--- config.mk ---
export PLATFORM = sky130hd
export DESIGN_NAME = mem_port_arbiter
export DESIGN_NICKNAME = d
export VERILOG_FILES = /design/src/rtl/mem_port_arbiter.sv
export SDC_FILE = /design/constraint.sdc
export NUM_CORES = 1
export LEC_CHECK = 0
export CORE_MARGIN = 3
export CORE_UTILIZATION = 40
export CTS_CLUSTER_DIAMETER = 80
export DETAILED_ROUTE_END_ITERATION = 8
export GPL_TIMING_DRIVEN = 0
export PLACE_DENSITY = 0.79
export SLEW_MARGIN = 10
export SYNTH_ARGS = -nofsm -noshare
export SYNTH_HDL_FRONTEND = slang
export SYNTH_SLANG_ARGS = --single-unit
--- constraint.sdc ---
create_clock -name clk -period 3.89 [get_ports clk]
set_input_delay 0.5835 -clock clk [delete_from_list [all_inputs] [get_ports clk]]
set_output_delay 0.5835 -clock clk [all_outputs]
set_load 0.01 [all_outputs]
--- src/rtl/mem_port_arbiter.sv ---
// Shares one fixed-latency single-port memory between the IF (read-only) and DM
// (read/write) ports. Optional IF starvation guard: MEM_ARB_STARVE_GUARD_EN.
module mem_port_arbiter #(
   parameter int AW         = 32,
   parameter int DW         = 32,
   parameter int LAT        = 1,
   parameter int MAX_STARVE = 4
)(
   input  logic            clk,
   input  logic            reset,
   input  logic            if_req,
   input  logic [AW-1:0]   if_addr,
   input  logic            if_kill,
   output logic            if_done,
   output logic [DW-1:0]   if_rdata,
   input  logic            dm_req,
   input  logic            dm_we,
   input  logic [AW-1:0]   dm_addr,
   input  logic [DW-1:0]   dm_wdata,
   input  logic [DW/8-1:0] dm_be,
   output logic            dm_done,
   output logic [DW-1:0]   dm_rdata,
   output logic            mem_en,
   output logic            mem_we,
   output logic [AW-1:0]   mem_addr,
   output logic [DW-1:0]   mem_wdata,
   output logic [DW/8-1:0] mem_be,
   input  logic [DW-1:0]   mem_rdata,
   output logic            busy
);

   localparam int         BW      = DW / 8;
   localparam logic [3:0] LAT_CNT = 4'(LAT);
   localparam logic       OWN_IF  = 1'b0;
   localparam logic       OWN_DM  = 1'b1;

   typedef enum logic [1:0] {IDLE, ISSUE, WAIT, DONE} state_t;

   state_t          state_reg, state_next;
   logic            owner_reg, owner_next;
   logic [AW-1:0]   addr_reg, addr_next;
   logic            we_reg, we_next;
   logic [DW-1:0]   wdata_reg, wdata_next;
   logic [BW-1:0]   be_reg, be_next;
   logic [3:0]      cnt_reg, cnt_next;
   logic            killed_reg, killed_next;
   logic [DW-1:0]   if_rdata_reg, if_rdata_next;
   logic [DW-1:0]   dm_rdata_reg, dm_rdata_next;
   logic            grant_dm, grant_if;
   logic            issue;

`ifdef MEM_ARB_STARVE_GUARD_EN
   localparam logic [3:0] STARVE_LIM = 4'(MAX_STARVE);

   logic [3:0] starve_reg, starve_next;
   logic       force_if;

   // Once DM has won STARVE_LIM times over a live IF request, IF takes the next slot.
   assign force_if = (starve_reg == STARVE_LIM) && if_req && !if_kill;
   assign grant_dm = dm_req && !force_if;
   assign grant_if = if_req && !if_kill && (!dm_req || force_if);

   always_comb begin
      starve_next = starve_reg;
      if (state_reg == IDLE) begin
         if (grant_if)
            starve_next = '0;
         else if (grant_dm && if_req && !if_kill && (starve_reg != STARVE_LIM))
            starve_next = starve_reg + 4'd1;
      end
   end

   always_ff @(posedge clk) begin
      if (reset)
         starve_reg <= '0;
      else
         starve_reg <= starve_next;
   end
`else
   assign grant_dm = dm_req;
   assign grant_if = if_req && !if_kill && !dm_req;
`endif

   always_ff @(posedge clk) begin
      if (reset) begin
         state_reg    <= IDLE;
         owner_reg    <= OWN_IF;
         addr_reg     <= '0;
         we_reg       <= 1'b0;
         wdata_reg    <= '0;
         be_reg       <= '0;
         cnt_reg      <= '0;
         killed_reg   <= 1'b0;
         if_rdata_reg <= '0;
         dm_rdata_reg <= '0;
      end else begin
         state_reg    <= state_next;
         owner_reg    <= owner_next;
         addr_reg     <= addr_next;
         we_reg       <= we_next;
         wdata_reg    <= wdata_next;
         be_reg       <= be_next;
         cnt_reg      <= cnt_next;
         killed_reg   <= killed_next;
         if_rdata_reg <= if_rdata_next;
         dm_rdata_reg <= dm_rdata_next;
      end
   end

   always_comb begin
      state_next    = state_reg;
      owner_next    = owner_reg;
      addr_next     = addr_reg;
      we_next       = we_reg;
      wdata_next    = wdata_reg;
      be_next       = be_reg;
      cnt_next      = cnt_reg;
      killed_next   = killed_reg;
      if_rdata_next = if_rdata_reg;
      dm_rdata_next = dm_rdata_reg;
      if_done       = 1'b0;
      dm_done       = 1'b0;

      case (state_reg)
         IDLE: begin
            killed_next = 1'b0;
            if (grant_dm) begin
               owner_next = OWN_DM;
               addr_next  = dm_addr;
               we_next    = dm_we;
               wdata_next = dm_wdata;
               be_next    = dm_be;
               state_next = ISSUE;
            end else if (grant_if) begin
               owner_next = OWN_IF;
               addr_next  = if_addr;
               we_next    = 1'b0;
               be_next    = '1;
               state_next = ISSUE;
            end
         end
         ISSUE: begin
            cnt_next   = LAT_CNT;
            state_next = WAIT;
            if (owner_reg == OWN_IF && if_kill)
               killed_next = 1'b1;
         end
         WAIT: begin
            cnt_next = cnt_reg - 4'd1;
            if (owner_reg == OWN_IF && if_kill)
               killed_next = 1'b1;
            if (cnt_reg == 4'd1) begin
               state_next = DONE;
               // A killed fetch must not disturb the last good instruction word.
               if (!we_reg) begin
                  if (owner_reg == OWN_DM)
                     dm_rdata_next = mem_rdata;
                  else if (!killed_reg && !if_kill)
                     if_rdata_next = mem_rdata;
               end
            end
         end
         DONE: begin
            if (owner_reg == OWN_DM)
               dm_done = 1'b1;
            else
               if_done = !killed_reg && !if_kill;
            state_next = IDLE;
         end
         default: state_next = IDLE;
      endcase
   end

   assign issue     = (state_reg == ISSUE);
   assign mem_en    = issue;
   assign mem_we    = issue && we_reg;
   assign mem_addr  = addr_reg;
   assign mem_wdata = wdata_reg;
   assign busy      = (state_reg != IDLE);
   assign if_rdata  = if_rdata_reg;
   assign dm_rdata  = dm_rdata_reg;

   generate
      for (genvar gi = 0; gi < BW; gi++) begin : g_be
         assign mem_be[gi] = issue && be_reg[gi];
      end
   endgenerate

endmodule

==> summary.md <==
| Metric | Value |
|---|---|
| Internal power | `0.00360 W` |
| RSZ-0062 raised after global routing | `no` |
| Final ANT Viol Nets | `0` |
| Main synth FF type | `dfxtp_1` |
| Final Hold Viols | `0` |
| Post-DP HPWL | `14,200 µm` |
| IO Port Bufs | `272` |
| Vias in the first global route | `5,290` |
| Met3 Usage GRT | `5.70%` |
| Antenna Cells | `0` |
| Most instantiated cells after synthesis | `nand2_1 (195), dfxtp_1 (141), a21oi_1 (67)` |
| CP arrival | `2080 ps` |
| 1st-pass router iterations | `4` |
| Hold Buf Count CTS | `0` |
| Synth warnings | `0` |
| Worst hold path class | `reg -> reg` |
| Routability congestion estimate | `between 0.8 and 0.9` |
| Sink Count | `between 100 and 150` |
| Cts repair resizes | `0` |
| Setup CP Type | `in -> out` |
| Gr usage total | `23.0%` |
| Post-synth EDFFs | `0` |
| Layout cells sized above 1 | `11.0%` |
| Most Crowded Layer GR | `met2` |
| Initial antenna violation count | `0` |
| Largest net degree at the start of global routing | `17` |
| Die Ht | `125 µm` |
| Final non-filler cell total | `approximately 1,100` |
| Worst skew pair latency | `420 ps` |
| Seq cells post-synth | `141` |
| Clock group share of total power | `35.5%` |
| Global-route wire length before repair | `28,400 µm` |
| Worst Path Required | `3310 ps` |
| Setup crit start kind | `input pin` |
| Period utilization | `68.3%` |
| Area added between synthesis and finish | `64.2%` |
| Mean post-synth cell area | `8.69 µm²` |
| Power share of the sequential group | `34.8%` |
| H-tree levels | `4` |
| Sequential share of the synthesized area | `about half` |
| Total Wirelength | `roughly 19,000 µm` |
| Max Fclk | `0.376 GHz` |
| Global routing usage on met2 | `40.0%` |
| P_leak | `3.36 nW` |
| Psw | `0.00148 W` |
| Power density over the cells | `550 nW/µm²` |
| Total gr overflow | `0` |
| Post-placement cell count | `1,095` |
| Relative slew slack | `49.5%` |
| Starting Density | `between 40% and 50%` |
| FP Rows | `42` |
| DR vias | `5,529` |
| Die width | `125 µm` |
| Clk slew on worst S/H paths | `50 ps` |
| Syn Std Cell Area | `about 5600 µm²` |
| Combinational power share | `29.7%` |
| CTS Buffer Depth | `2` |
| DR iter-0 viols | `327` |
| Status | `completed` |
| CTS buffer count | `17` |
| Overall Power | `0.00508 W` |
| Global Route met1 Usage | `between 20% and 30%` |
| Top-level I/O count | `between 200 and 300` |
| Post-CTS Setup Bufs | `0` |
| Worst vdd ir | `345 µV` |
| Asr flop ratio synth | `0%` |
| DIE AREA | `15,500 µm²` |
| Fillers | `between 1,000 and 1,500` |
| Max Cap Viol | `0` |
| Setup violators final | `0` |
| Worst Tran Pin Value | `758 ps` |
| Crit. End Element | `output port` |
| Netlist cell types | `30` |
| # DRC | `0` |
| Core box area | `roughly 14,000 µm²` |
| Most common cell in the netlist | `nand2_1` |
| Setup TNS | `0 ps` |
| Vias per cell | `just under 5` |
| Post-synth top area share | `roughly half` |
| Routed len/inst | `16.5 µm` |
| Min Tclk post-route | `2660 ps` |
| Setup Skew | `14.5 ps` |
| Root buffer cell | `clkbuf_16` |
| Nets | `1,083` |
| CP Max Fanout | `3` |
| Mapped Cells | `647` |
| Max Slew Vio Count | `0` |
| Switching share of power | `29.1%` |
| Cell taking the most area after synthesis | `dfxtp_1` |
| TritonCTS clock tree | `done` |
| Synth top area cells | `dfxtp_1 (50%), nand2_1 (13%), a21oi_1 (6.0%)` |
| Syn nets | `792` |
-- final timing paths --
path / cells after the start / slack, ps / to / from
setup / recovery: 4 / 1230 / if_done / if_kill
hold reg to reg: 2 / 450 / if_rdata[2]$_SDFFE_PP0P_ / if_rdata[2]$_SDFFE_PP0P_
setup reg to reg: 8 / 2010 / dm_rdata[23]$_SDFFE_PP0P_ / state_reg[0]$_SDFFE_PP0P_
hold / removal: 2 / 450 / if_rdata[2]$_SDFFE_PP0P_ / if_rdata[2]$_SDFFE_PP0P_
-- cells by family after synthesis --
group | share of synthesized area, %
DFF | 50.2
buffers and inverters | 5.67
and+or+nand+nor | 19.4
adders and majority gates | 1.56
AOI/OAI and AO/OA | 17.3
muxes | 5.87
-- layout by cell type, fill, tap and decap left out, drive strengths merged --
| cell | instances |
|---|---|
| a21oi | 102 |
| clkbuf | 40 |
| inv | 7 |
| nand3b | 4 |
| nor3 | 7 |
| mux2i | 33 |
| or3b | 1 |
| buf | 31 |
| a21o | 1 |
| and3b | 2 |
| nor2 | 46 |
| a311oi | 1 |
| and2 | 7 |
| clkinv | 3 |
| a211oi | 32 |
| a32oi | 1 |
| nand2 | 195 |
| nand3 | 1 |
| clkinvlp | 2 |
| dfxtp | 141 |
| ha | 7 |
| nand4b | 2 |
| nand2b | 2 |
| a22oi | 1 |
| clkdlybuf4s50 | 272 |
| bufinv | 5 |
| and4bb | 1 |
| o21ai | 4 |
-- layer usage --
| metal | wire (µm) | up-vias |
|---|---|---|
| li1 | - | 2733 |
| met1 | 7590 | 2603 |
| met2 | 9660 | 168 |
| met3 | 857 | 25 |
| met4 | 445 | 0 |
| met5 | 0 | - |
-- worst max-delay path, stage by stage --
cell and delay (ps):
clkdlybuf4s50_1 480, nor3_1 260, and2_1 190, clkdlybuf4s50_1 550
-- power groups by stage --
stage	combinational, W	clock [W]	sequential [W]
floorplan	0.000703	0	0.00186
global placement	0.00149	0	0.00179
detailed placement	0.00151	0	0.00180
CTS	0.00152	0.00183	0.00177
global route	0.00164	0.00189	0.00180
finish	0.00151	0.00180	0.00177
-- final cells by class --
cell class	count	area, µm²	area share (%)
inverter	7	26.3	0.284
buffer	49	293	3.17
tap	176	220	2.38
clock buffer	22	484	5.24
sequential	141	2820	30.6
timing repair buffer	272	2720	29.5
multi-input combinational	450	2480	26.9
clock inverter	10	184	1.99
-- per-stage QoR --
stage / area [µm²] / hold slack [ps] / util, % / worst slack, ps
floorplan: 5630 / 448 / - / 2260
global placement: 8570 / 442 / 63.4 / 1260
detailed placement: 8570 / 446 / 63.4 / 1260
CTS: 9240 / 453 / 68.4 / 1240
global route: 9240 / 471 / 68.4 / 1150
finish: 9240 / 453 / 68.4 / 1230
(Power assumes the default switching activity.)
